<file path="config.mk">
export PLATFORM = sky130hd
export DESIGN_NAME = truth_table_sweeper
export DESIGN_NICKNAME = d
export VERILOG_FILES = /design/src/rtl/truth_table_sweeper.sv
export SDC_FILE = /design/constraint.sdc
export NUM_CORES = 1
export LEC_CHECK = 0
export ABC_AREA = 1
export BUFFER_PORTS_ARGS = -buffer_cell sky130_fd_sc_hd__clkbuf_2
export CAP_MARGIN = 20
export CORE_MARGIN = 2
export CORE_UTILIZATION = 60
export DETAILED_ROUTE_END_ITERATION = 10
export PLACE_DENSITY = 0.84
export SYNTH_ARGS = -nofsm -noshare
export SYNTH_HDL_FRONTEND = slang
export SYNTH_SLANG_ARGS = --single-unit
</file>
<file path="constraint.sdc">
create_clock -name clk -period 2.7 [get_ports clk]
set_input_delay 0.405 -clock clk [delete_from_list [all_inputs] [get_ports clk]]
set_output_delay 0.405 -clock clk [all_outputs]
set_load 0.005 [all_outputs]
</file>
<file path="src/rtl/truth_table_sweeper.sv">
// Truth-table sweeper: walks a 3-input gate through rows 000..111, holding
// each row SETTLE_CYCLES cycles before sampling the gate output for one cycle.
// It then reports the captured table, the mismatch mask against a latched
// expected table, and a pass flag.
//
// Ports:
//   clk, rst             clock (rising edge), synchronous active-high reset
//   start                begin sweep (accepted only in IDLE, abort=0)
//   abort                cancel sweep in APPLY/SAMPLE
//   tt_expected[7:0]     expected truth table, latched on accepted start
//   dut_out              output of the gate under sweep
//   in1, in2, in3        gate inputs; row index = {in1,in2,in3}
//   busy                 high from accepted start until DONE exits
//   done                 one-cycle completion pulse
//   pass                 tt_captured matches the latched expected table
//   tt_captured[7:0]     bit (7-row) holds dut_out sampled for that row
//   mismatch[7:0]        tt_captured ^ latched expected table
module truth_table_sweeper #(
  parameter int unsigned SETTLE_CYCLES = 4,
  parameter int unsigned CNT_W         = 8
) (
  input  logic       clk,
  input  logic       rst,
  input  logic       start,
  input  logic       abort,
  input  logic [7:0] tt_expected,
  input  logic       dut_out,
  output logic       in1,
  output logic       in2,
  output logic       in3,
  output logic       busy,
  output logic       done,
  output logic       pass,
  output logic [7:0] tt_captured,
  output logic [7:0] mismatch
);

  localparam logic [CNT_W-1:0] CNT_LAST = CNT_W'(SETTLE_CYCLES - 1);
  localparam logic [2:0]       ROW_LAST = 3'd7;

  typedef enum logic [1:0] {IDLE, APPLY, SAMPLE, DONE} state_t;

  state_t           state_q, state_d;
  logic [2:0]       row_q, row_d;
  logic [CNT_W-1:0] cnt_q, cnt_d;
  logic [7:0]       exp_q, exp_d;
  logic [7:0]       cap_q, cap_d;
  logic [7:0]       mis_q, mis_d;
  logic             pass_q, pass_d;
  logic             busy_q, busy_d;
  logic             done_q, done_d;

  // State and output registers
  always_ff @(posedge clk) begin
    if (rst) begin
      state_q <= IDLE;
      row_q   <= '0;
      cnt_q   <= '0;
      exp_q   <= '0;
      cap_q   <= '0;
      mis_q   <= '0;
      pass_q  <= 1'b0;
      busy_q  <= 1'b0;
      done_q  <= 1'b0;
    end else begin
      state_q <= state_d;
      row_q   <= row_d;
      cnt_q   <= cnt_d;
      exp_q   <= exp_d;
      cap_q   <= cap_d;
      mis_q   <= mis_d;
      pass_q  <= pass_d;
      busy_q  <= busy_d;
      done_q  <= done_d;
    end
  end

  // Next-state and next-output logic
  always_comb begin
    state_d = state_q;
    row_d   = row_q;
    cnt_d   = cnt_q;
    exp_d   = exp_q;
    cap_d   = cap_q;
    mis_d   = mis_q;
    pass_d  = pass_q;

    case (state_q)
      IDLE: begin
        // abort has priority over a simultaneous start
        if (start && !abort) begin
          exp_d   = tt_expected;
          row_d   = '0;
          cnt_d   = '0;
          cap_d   = '0;
          mis_d   = '0;
          pass_d  = 1'b0;
          state_d = APPLY;
        end
      end
      APPLY: begin
        if (abort) begin
          state_d = IDLE;
          row_d   = '0;
          cnt_d   = '0;
          pass_d  = 1'b0;
        end else if (cnt_q == CNT_LAST) begin
          cnt_d   = '0;
          state_d = SAMPLE;
        end else begin
          cnt_d = CNT_W'(cnt_q + 1'b1);
        end
      end
      SAMPLE: begin
        if (abort) begin
          state_d = IDLE;
          row_d   = '0;
          cnt_d   = '0;
          pass_d  = 1'b0;
        end else begin
          cap_d[ROW_LAST - row_q] = dut_out;
          if (row_q == ROW_LAST) begin
            // Results are formed from the table including this last sample
            mis_d   = cap_d ^ exp_q;
            pass_d  = (cap_d == exp_q);
            state_d = DONE;
          end else begin
            row_d   = 3'(row_q + 3'd1);
            state_d = APPLY;
          end
        end
      end
      DONE:    state_d = IDLE;
      default: state_d = IDLE;
    endcase

    busy_d = (state_d != IDLE);
    done_d = (state_d == DONE);
  end

  // Row register drives the gate inputs directly; it stays at 7 after a sweep
  assign in1         = row_q[2];
  assign in2         = row_q[1];
  assign in3         = row_q[0];
  assign busy        = busy_q;
  assign done        = done_q;
  assign pass        = pass_q;
  assign tt_captured = cap_q;
  assign mismatch    = mis_q;

endmodule

</file>
After elaboration in Yosys (flattened, before gate mapping). Cells that the tools add are included.

Reduce and logical (&&, ||, !) cells: 13. $add $sub $neg: 3. Magnitude comparators: 2. Bitwise operators: 1. Multiplexer cells: 29. Equal/unequal tests: 14.

Operator list (number): 8-bit 2-to-1 mux (7); 8-bit one-hot mux with 2 select lines (2); 8-bit one-hot mux with 3 select lines (1); 3-bit 2-to-1 mux (4); 4-bit AND reduction (3); 2-bit 2-to-1 mux (5); 2-bit inequality test (second input constant) (5); 3-bit one-hot mux with 3 select lines (1); 8-bit by 1-bit adder with 8-bit output (second input constant) (1); 8-bit bitwise mux (1); 8-bit by 2-bit equality test with 1-bit output (second input constant) (1); 8-bit equality test (1); 2-bit one-hot mux with 4 select lines (1); 8-bit XOR (1); 2-bit equality test (second input constant) (3); 3-bit inequality test (second input constant) (2); 3-bit AND reduction (2); 1-bit 2-to-1 mux (5); 3-bit by 4-bit less-than comparator with 1-bit output (second input constant) (1); 2-bit nonzero test (2); 3-bit by 1-bit adder with 3-bit output (second input constant) (1); 1-bit demux with 3-bit select (1); 3-bit equality test (second input constant) (1); 3-bit by 1-bit greater-or-equal comparator with 1-bit output (second input constant) (1); 8 further kinds (9).

Word-level logic and storage cells: 71. Input port bits: 13. Output and inout bits: 22. Flip-flop bits (word level): 40.

Depth between registers and ports, before layout. Gate-level depths: netlist (run 1).

Word-level depth: 10. Gate-level depth with buffers: 12. Gate-level depth less buffers: 11.

Least setup slack after synthesis (run 1). No wires, ideal clock.

Kind: register to register. Start: register row_q[1]. End: register pass_q (netlist: pass). Stages on the path, launching flop included: 10. Path slack: 1.177 ns. Setup time: 0.067 ns. Buffers on the path: 1. Period minus slack after synthesis: 1.523 ns. Arrival time: 1.455 ns. Path through: dfxtp_1 > ha_1 > ha_1 > inv_1 > nor2_1 > buf_2 > nand3_1 > nor2_1 > nand2_1 > a21oi_2.

Word-level cells in the longest chain between the ends: 10. Elaborated cells between the ends (all ways): 14. Classes of those cells: add/sub: 1; order compare: 2; eq/ne: 3; mux: 6; reduce/logical: 2.

Ends and longest elaborated chain: start: declaration (RTL line 44) `logic [2:0] row_q, row_d;`; start signal: assignment (RTL line 67) `row_q <= row_d;`; 3-bit subtractor (RTL line 121) `cap_d[ROW_LAST - row_q] = dut_out;`; 3-bit by 4-bit less-than comparator with 1-bit output (implied by the code) or 3-bit by 1-bit greater-or-equal comparator with 1-bit output (tied branches) (RTL line 121); 1-bit logical AND (implied by the code) (RTL line 121); 1-bit 2-to-1 mux (implied by the code) (RTL line 121); 1-bit demux with 3-bit select (RTL line 121); 8-bit bitwise mux (RTL line 121); 8-bit equality test (RTL line 125) `pass_d = (cap_d == exp_q);`; 1-bit 2-to-1 mux (RTL line 122) `if (row_q == ROW_LAST) begin`; 1-bit 2-to-1 mux (RTL line 115) `if (abort) begin`; 1-bit one-hot mux with 3 select lines (RTL line 88) `case (state_q)`; end signal: assignment (RTL line 72) `pass_q <= pass_d;`; end: declaration (RTL line 49) `logic pass_q, pass_d;`.

Several ways; a longest one is shown, not always the timed one. The select of a mux whose other input is x is not followed. A chain may end at the register's enable or synchronous reset.

Final worst setup path (run 1).
Start: register state_q[1]. End: register busy_q (netlist: busy).

Word-level cells in the longest chain between the ends: 4. Elaborated cells between the ends (all ways): 9. Classes of those cells: eq/ne: 3; mux: 4; reduce/logical: 2.

Ends and longest elaborated chain: start: declaration (RTL line 43) `state_t state_q, state_d;`; start signal: assignment (RTL line 66) `state_q <= state_d;`; 2-bit 2-to-1 mux (RTL line 107) `end else if (cnt_q == CNT_LAST) begin`; 2-bit 2-to-1 mux (RTL line 102) `if (abort) begin`; 2-bit one-hot mux with 4 select lines * (RTL line 88); 2-bit nonzero test * (RTL line 137) `busy_d = (state_d != IDLE);`; end signal: assignment (RTL line 73) `busy_q <= busy_d;`; end: declaration (RTL line 50) `logic busy_q, busy_d;`.

Mark *: on every way between the ends. The rest lies on a longest branch, timed or not.

==> results.yml, run 1 <==
run_status:
  status: "finished clean"
worst_setup_path:
  crit_fanout: 18
  endpoint_kind: "register"
  arrival_ns: 2.05
  start_kind: "register"
  cp.required_ns: 2.93
  critPathKind: "reg -> reg"
clock_network:
  cts.path.max_buffers: 2
  ctsResizeCount: 0
  cts_setup_buffers: 0
  clock_sinks: 40
  path_clk_slew_ns: 0.11
  cts-htree-levels: 2
  clock_latency_ns: 0.35
  clockRootBuffer: "clkbuf_4"
  cts_buffers: 5
  cts_tree: "yes"
  cts_hold_buf: 0
power_and_ir_drop:
  powerDensity_nw_per_um2: 432
  p_leak_nw: 0.977
  ir_drop_uv: 284
cells_and_area:
  drive_gt1_share_pct: 18.9
  n_fill_cell: 321
  syn2layout_area_growth_pct: 12.5
  seq_area_um2: 801
  multiInputGateArea_um2: 1060
  fin_nets: 354
  finalNonFillerCells: 385
  utilization_pct: 69.9
  diodes: 0
yosys:
  async_reset_ff_share_pct: 0
  synthTopCellsByArea: "dfxtp_1 (39%), nand2_1 (12%), nand3_1 (9.2%), a21oi_1 (8.0%), inv_1 (6.5%)"
  yosysUniqueCellTypes: 25
  yosys_warnings: 0
  synth_seq_cells: 40
  synth_top_cell_by_area: "dfxtp_1"
  syn-mean-instance-area_um2: 6.89
  synth_commonest_cells: "nand2_1 (69), dfxtp_1 (40), nand3_1 (38), inv_1 (36), a21oi_1 (33)"
  synth_top_flop_cell: "dfxtp_1"
  synthesis.area_um2: 2070
  yosysMostFrequentCell: "nand2_1"
  synth_edf_count: 0
  syn-num-nets: 317
  synth_top_cell_area_share_pct: 38.6
  netlist_instances: 301
  yosysSeqAreaShare_pct: 38.6
placed_design:
  dp_hpwl_um: 3500
  post-place-ws_ns: 0.839
  numPortBuffers: 34
  place_congestion: 0.902
  dp.cells: 377
timing:
  fin_skew_ns: 0.0132
  whs_ns: 0.334
  setup_violations: 0
  min_period_ns: 1.82
  fin_ws_ns: 0.879
  fin_tns_setup_ns: 0
  finalHoldViolations: 0
  slew_headroom_pct: 61.0
  rsz0062_at_grt: "false"
  maxSlewViolCount: 0
  fmax_mhz: 549
  worst_pin_slew_ns: 0.583
  period_share_pct: 67.4
flow_run:
  maxCapViolations: 0
floorplanning:
  die-area_um2: 3940
  io_pins: 35
  die_h_um: 62.8
  initial_utilization_pct: 62.1
  core_area_um2: 3340
  rows: 21
  dieWidth_um: 62.8
grt:
  antenna_found_initial: 0
  grt_pass1_vias: 1862
  grt_pass1_wl_um: 8180
  globalRouteOverflowTotal: 0
  grt_start_max_net_pins: 28
  grt_usage_pct: 25.9
detailed_routing:
  vias: 2044
  via_per_inst: 5.31
  detail-route-antenna-nets: 0
  drt_iter0_drc: 137
  drc: 0
  first_pass_iters: 4
  routed_wl_um: 4760
  wl_per_cell_um: 12.4
min_path:
  hp-class: "in -> reg"
## sequential cells by signal, indices dropped and copies added (netlist names)
signal,flops
done,1
cnt_q,8
row_q,3
busy,1
mismatch,8
state_q,2
pass,1
exp_q,8
tt_captured,8
## critical path, stage by stage, from the launching register on
cell	delay, ns
dfxtp_1	0.43
nor2_1	0.08
nand2_1	0.45
inv_1	0.11
nor2_2	0.33
inv_1	0.07
nor2_1	0.16
a21oi_1	0.08
## kinds of logic (layout without fill, tap and decap cells)
logic type	count (synthesis)	in the layout	share of synthesized area [%]
fa+ha+maj	3	3	1.81
compound gates	53	53	13.1
flops	40	40	38.6
buf+inv	48	86	10.2
xor+xnor	1	1	0.423
simple gates	156	156	35.8
## worst paths after layout
check | start | slack [ns] | cells after the start | to
min reg2reg | mismatch[0] | 0.47 | 2 | mismatch[0]
max reg2reg | state_q[1] | 0.88 | 7 | busy
min | tt_expected[1] | 0.33 | 3 | exp_q[1]
max | state_q[1] | 0.88 | 7 | busy
## through the flow
stage	total power, W	instance area [um2]
CTS	0.00101	2330
global placement	0.000701	2270
global route	0.00105	2330
finish	0.00101	2330
floorplan	0.000675	2070
detailed placement	0.000702	2270
## layer usage
| layer | part of all wire, % | GRT usage (%) | routed length [um] |
|---|---|---|---|
| met4 | 0.74 | 8.61 | 35 |
| met3 | 5.9 | 5.95 | 280 |
| met2 | 45 | 39.5 | 2150 |
| met5 | 0 | 0 | 0 |
| met1 | 48 | 36.3 | 2290 |
## area by class of cell
cell class	count	area share (%)
multi-input combinational	213	45.5
sequential	40	34.3
timing repair buffer	39	8.91
clock buffer	8	2.52
tap	46	2.47
inverter	39	6.28
## power by group
part / switching, W / internal, W / total [W]
Clock: 0.000188 / 0.000129 / 0.000316
Combinational: 0.0000572 / 0.0000264 / 0.0000836
Sequential: 0.00000602 / 0.000601 / 0.000607
Total: 0.000251 / 0.000756 / 0.00101
## cell usage in the layout (no fill, tap or decap), types with 2 or more instances in the layout
cell type  Yosys  layout
nand4_1       10      10
buf_4          0       5
inv_1         36      36
clkbuf_1       3       2
o21ai_1        4       4
nand3_2        6       6
nand2_2        5       5
clkbuf_2       0      34
nor3_1         2       2
ha_1           3       3
nand3_1       38      38
nor2_1        21      21
clkbuf_4       0       5
inv_2          3       3
o21ai_0       14      14
a21oi_1       33      33
dfxtp_1       40      40
nor2_2         2       2
nand2_1       69      69
No activity file was read; power rests on OpenSTA's default activity.
==> inputs of run 2 (changes only) <==
ABC_AREA = 0   (was 1)
CORE_UTILIZATION = 54   (was 60)
PLACE_DENSITY = 0.78   (was 0.84)
clock period = 1.9 ns   (was 2.7 ns; I/O delays follow)
==> run 2 against run 1 <==
Count of clock-buffer cells in the layout shrank 3. Die area is essentially flat. Hold slack worse by 0.19 ns. Utilization down 3.6 points. Wire length shrank 8.8%. Worst setup slack got worse by 0.85 ns. Sequential share of layout area up 2.1 points. Clock power rose by 82%. First-iteration DRC count is 28% higher. Synthesized cell count is 29% lower. Sequential power rose by 42%. Critical path type unchanged. Largest power group unchanged.
==> results.yml, run 2 <==
grt:
  grt_pass1_wl_um: 7000
  globalRouteOverflowTotal: 0
  grt_start_max_net_pins: 24
  grt_usage_pct: 22.6
  antenna_found_initial: 0
  grt_pass1_vias: 1526
power_and_ir_drop:
  intPower_w: 0.00117
  powerDensity_nw_per_um2: 699
  p_leak_nw: 0.873
  swShare_pct: 24.1
  seqPwrFrac_pct: 55.6
  comb_power_share_pct: 7.2
  pwr-share-clk_pct: 37.2
  p_switching_w: 0.000373
  ir_drop_uv: 586
clock_network:
  cts-htree-levels: 2
  clock_latency_ns: 0.35
  path_clk_slew_ns: 0.13
  cts_buffers: 5
  cts_tree: "yes"
  cts_hold_buf: 0
  cts.path.max_buffers: 2
  clockRootBuffer: "clkbuf_4"
  clock_sinks: 40
floorplanning:
  initial_utilization_pct: 55.9
  io_pins: 35
  die_h_um: 62.8
  dieWidth_um: 62.8
  core_area_um2: 3340
  rows: 21
  die-area_um2: 3940
detailed_routing:
  routed_wl_um: 4340
  detail-route-antenna-nets: 0
  drt_iter0_drc: 175
  wl_per_cell_um: 14.4
  vias: 1657
  via_per_inst: 5.49
  drc: 0
  first_pass_iters: 4
cells_and_area:
  syn2layout_area_growth_pct: 18.7
  fin_nets: 271
  diodes: 0
  finalNonFillerCells: 302
  final_common_cell: "dfxtp_1"
  drive_gt1_share_pct: 25.4
  layout_common_cells: "dfxtp_1 (36), clkbuf_2 (34), nor2_1 (30)"
yosys:
  syn-mean-instance-area_um2: 8.67
  netlist_instances: 215
  synth_commonest_cells: "dfxtp_1 (40), nor2_1 (30), nand2_1 (25), a22oi_1 (19), o21ai_0 (16)"
  synthTopCellsByArea: "dfxtp_1 (43%), a22oi_1 (7.7%), nor2_1 (6.0%), nand2_1 (5.0%), mux2i_1 (4.8%)"
  yosys_warnings: 0
  synth_edf_count: 0
  synth_top_cell_area_share_pct: 43.0
  async_reset_ff_share_pct: 0
  synth_top_cell_by_area: "dfxtp_1"
  synthesis.area_um2: 1860
  yosysUniqueCellTypes: 37
  yosysSeqAreaShare_pct: 43.0
  synth_top_flop_cell: "dfxtp_1"
  synth_seq_cells: 40
  yosysMostFrequentCell: "dfxtp_1"
  syn-num-nets: 231
timing:
  min_period_ns: 1.87
  period_share_pct: 98.2
  fin_ws_ns: 0.0338
  worst_pin_slew_ns: 0.599
  maxSlewViolCount: 0
  finalHoldViolations: 0
  slew_headroom_pct: 59.9
  setup_violations: 0
  fin_skew_ns: 0.00508
  whs_ns: 0.140
  fmax_mhz: 536
placed_design:
  post-place-ws_ns: 0.0153
  dp_hpwl_um: 2980
  numPortBuffers: 34
  place_congestion: 0.837
  dp.cells: 292
worst_setup_path:
  cp.required_ns: 2.16
  critPathKind: "reg -> reg"
  start_kind: "register"
  arrival_ns: 2.12
  cp_top_family: "simple AND/OR/NAND/NOR gates"
  worst-path-buf-inv: 1
  crit_slowest_cell: "or4b_4"
  endpoint_kind: "register"
  crit_chain: "ha_2, or4b_4, nor4_4, nor2b_2, buf_4, o21ba_2"
  crit_fanout: 4
  critPathMaxStageDelay_ns: 0.48
run_status:
  status: "finished clean"
min_path:
  hp-class: "in -> reg"
flow_run:
  maxCapViolations: 0
[run 2: cell count changes after synthesis, sizes merged, moves of 4 or more]
| cell | previous run | this run |
|---|---|---|
| a22oi | 0 | 19 |
| nor2 | 24 | 30 |
| nor3 | 2 | 9 |
| nand4 | 11 | 2 |
| nor3b | 0 | 4 |
| xnor2 | 0 | 10 |
| nand2 | 74 | 25 |
| mux2i | 0 | 9 |
| a21oi | 34 | 12 |
| inv | 39 | 2 |
| nand3 | 44 | 2 |
[run 2: through the flow]
step | util, % | TNS, ns | power [W] | cell area, um2
finish | 66.3 | 0 | 0.00155 | 2210
global route | 66.3 | -0.266 | 0.00163 | 2210
floorplan | - | 0 | 0.000950 | 1860
detailed placement | 62.4 | 0 | 0.000985 | 2080
global placement | 62.4 | 0 | 0.000983 | 2080
CTS | 65.0 | 0 | 0.00156 | 2170
[run 2: power groups by stage]
stage | sequential, W | clock (W) | combinational, W
CTS | 0.000860 | 0.000593 | 0.000107
global route | 0.000862 | 0.000642 | 0.000124
finish | 0.000860 | 0.000575 | 0.000112
floorplan | 0.000874 | 0 | 0.0000760
detailed placement | 0.000878 | 0 | 0.000106
global placement | 0.000878 | 0 | 0.000105
[run 2: routing by layer]
metal / vias to the layer above / GRT usage, % / part of all wire [%]
li1: 843 / - / -
met1: 772 / 29.4 / 45
met2: 38 / 37.2 / 50
met3: 4 / 6.31 / 5.0
met4: 0 / 5.56 / 0.71
met5: - / 0 / 0
[run 2: path summary, 6_finish.rpt]
check / startpoint / end / slack, ns / cells past startpoint
setup / recovery: cnt_q[0] / state_q[0] / 0.03 / 6
hold / removal: tt_expected[7] / exp_q[7] / 0.14 / 3
setup reg to reg: cnt_q[0] / state_q[0] / 0.03 / 6
hold reg to reg: exp_q[5] / exp_q[5] / 0.48 / 2
[run 2: worst reg2reg max path: stages, from the launching register on]
cell and delay, ns:
dfxtp_2 0.37, ha_2 0.20, or4b_4 0.48, nor4_4 0.31, nor2b_2 0.10, buf_4 0.14, o21ba_2 0.18
[run 2: what timing repair did]
| action | in CTS | in global routing |
|---|---|---|
| setup buffers | 0 | 2 |
| resized for setup | 2 | 8 |
| endpoints found under the hold margin | 0 | 0 |
| pin swaps | 0 | 3 |
| endpoints found under the setup margin | 3 | 9 |
[run 2: cell type report]
type / count / area, um2
fill: 291 / 1120
tap: 46 / 57.6
clock buffer: 5 / 37.5
multi-input combinational: 163 / 1020
sequential: 40 / 806
timing repair buffer: 43 / 238
clock inverter: 3 / 47.5
inverter: 2 / 7.51
[run 2: cell families (layout without fill, tap and decap cells)]
group,after synthesis,count (layout),share of synthesized area (%)
DFF,40,40,43.0
muxes,10,10,5.44
buffers and inverters,12,53,3.69
xor gates and xnor gates,13,13,6.11
AOI/OAI and AO/OA,52,52,17.6
and+or+nand+nor,85,85,22.2
adders and majority gates,3,3,2.01
==> inputs of run 3 (changes only) <==
CORE_UTILIZATION = 49   (was 54)
PLACE_DENSITY = 0.75   (was 0.78)
clock period = 1.61 ns   (was 1.9 ns; I/O delays follow)
==> run 3 against run 2 <==
The run now ends with setup timing left. Critical path type unchanged. Count of clock-buffer cells in the layout stayed put. Global-route usage up 0.34 points. Critical path depth up 1. Maximum frequency up 11%. Utilization increased by 5.1 points. Register-to-register slack got worse by 0.099 ns. Final area rose by 18%. Final cell count is 12% higher.
==> results.yml, run 3 (synthesis gave the netlist of run 2 again) <==
run_status:
  status: "complete, but fails checks"
  violations: "setup timing"
worst_setup_path:
  crit_slowest_cell: "dfxtp_4"
  critPathKind: "reg -> reg"
  cp.required_ns: 1.86
  startpoint: "row_q[0]"
  arrival_ns: 1.92
  crit_chain: "buf_6, nor3_4, mux2i_1, xnor2_1, nor4_1, nand4b_1, nand2_1"
  critPathMaxStageDelay_ns: 0.37
  start_kind: "register"
  reg2reg_from: "row_q[0]"
  endpoint_kind: "register"
  crit_fanout: 7
detailed_routing:
  detail-route-antenna-nets: 0
  drt_iter0_drc: 134
  via_per_inst: 5.40
  wl_per_cell_um: 14.8
  first_pass_iters: 4
  vias: 1826
  drc: 0
  routed_wl_um: 5000
grt:
  grt_start_max_net_pins: 24
  antenna_found_initial: 0
  grt_usage_pct: 23.0
  grt_pass1_vias: 1684
  grt_pass1_wl_um: 7600
  globalRouteOverflowTotal: 0
cells_and_area:
  drive_gt1_share_pct: 39.7
  n_fill_cell: 281
  diodes: 0
  syn2layout_area_growth_pct: 40.2
  layout_common_cells: "buf_4 (40), dfxtp_1 (34), clkbuf_2 (34)"
  final_common_cell: "buf_4"
  fin_nets: 305
  final_area_um2: 2610
  utilization_pct: 71.4
power_and_ir_drop:
  seqPwrFrac_pct: 50.1
  finalPower_w: 0.00201
  swShare_pct: 23.9
  powerDensity_nw_per_um2: 769
  p_switching_w: 0.000480
  pwr-share-clk_pct: 42.0
  p_leak_nw: 1.09
  intPower_w: 0.00153
  comb_power_share_pct: 7.9
  ir_drop_uv: 495
clock_network:
  cts-htree-levels: 2
  path_clk_slew_ns: 0.08
  clock_sinks: 40
  cts_hold_buf: 0
  cts_tree: "yes"
  cts_buffers: 5
  cts.path.max_buffers: 2
  clock_latency_ns: 0.30
  clockRootBuffer: "clkbuf_8"
placed_design:
  dp_hpwl_um: 3160
  place_congestion: 0.894
  numPortBuffers: 34
  placed_cell_area_um2: 2290
  post-place-ws_ns: -0.194
timing:
  fin_skew_ns: 0.00476
  fmax_mhz: 597
  min_period_ns: 1.67
  setup_violations: 7
  maxSlewViolCount: 0
  slew_headroom_pct: 75.0
  period_share_pct: 104
  fin_ws_ns: -0.0649
  finalHoldViolations: 0
  fin_tns_setup_ns: -0.285
  rsz0062_at_grt: "true"
  worst_pin_slew_ns: 0.366
floorplanning:
  core_area_um2: 3660
  rows: 22
  die_h_um: 65.7
  io_pins: 35
  die-area_um2: 4310
  dieWidth_um: 65.7
  initial_utilization_pct: 50.9
min_path:
  hp-class: "in -> reg"
  min-delay-start: "tt_expected[2]"
flow_run:
  maxCapViolations: 0
==> run 3: timing repair <==
item | CTS | global route
setup buffers | 2 | 8
resized for setup | 13 | 25
setup endpoints to repair | 21 | 24
pin swaps | 2 | 17
==> run 3: metrics by stage <==
stage               std cells  hold slack [ns]
finish                    338            0.155
global route              338            0.151
CTS                       330            0.150
detailed placement        321            0.463
global placement          321            0.457
floorplan                 215            0.331
==> run 3: cell type report <==
type	count	area [um2]	area share, %
tap	48	60.1	2.30
inverter	2	7.51	0.287
timing repair buffer	77	504	19.3
clock buffer	5	68.8	2.63
multi-input combinational	163	1110	42.5
clock inverter	3	47.5	1.82
sequential	40	816	31.2
==> run 3: power by group through the flow <==
stage               Combinational (W)  Clock (W)  Sequential, W
floorplan                   0.0000897          0        0.00103
detailed placement           0.000144          0        0.00104
finish                       0.000159   0.000844        0.00101
global placement             0.000143          0        0.00103
global route                 0.000176   0.000901        0.00101
CTS                          0.000149   0.000856        0.00101
==> run 3: worst paths after layout <==
check	slack, ns	cells past startpoint	to
worst max register to register	-0.06	7	pass
worst min register to register	0.48	2	exp_q[0]
worst max-delay path	-0.06	7	pass
worst min-delay path	0.16	3	exp_q[2]
==> run 3: per-layer routing <==
metal | routed length (um) | GRT usage, % | up-vias
met3 | 217 | 6.16 | 9
met2 | 2570 | 38.8 | 49
met5 | 0 | 0 | -
li1 | - | - | 911
met4 | 59 | 7.29 | 0
met1 | 2160 | 28.4 | 857
==> run 3: worst max-delay path, delay by kind of cell (launching register included) <==
kind / cells / cell delay [ns]
flops: 1 / 0.37
xor+xnor: 1 / 0.14
buf+inv: 1 / 0.14
mux: 1 / 0.26
simple gates: 4 / 0.72
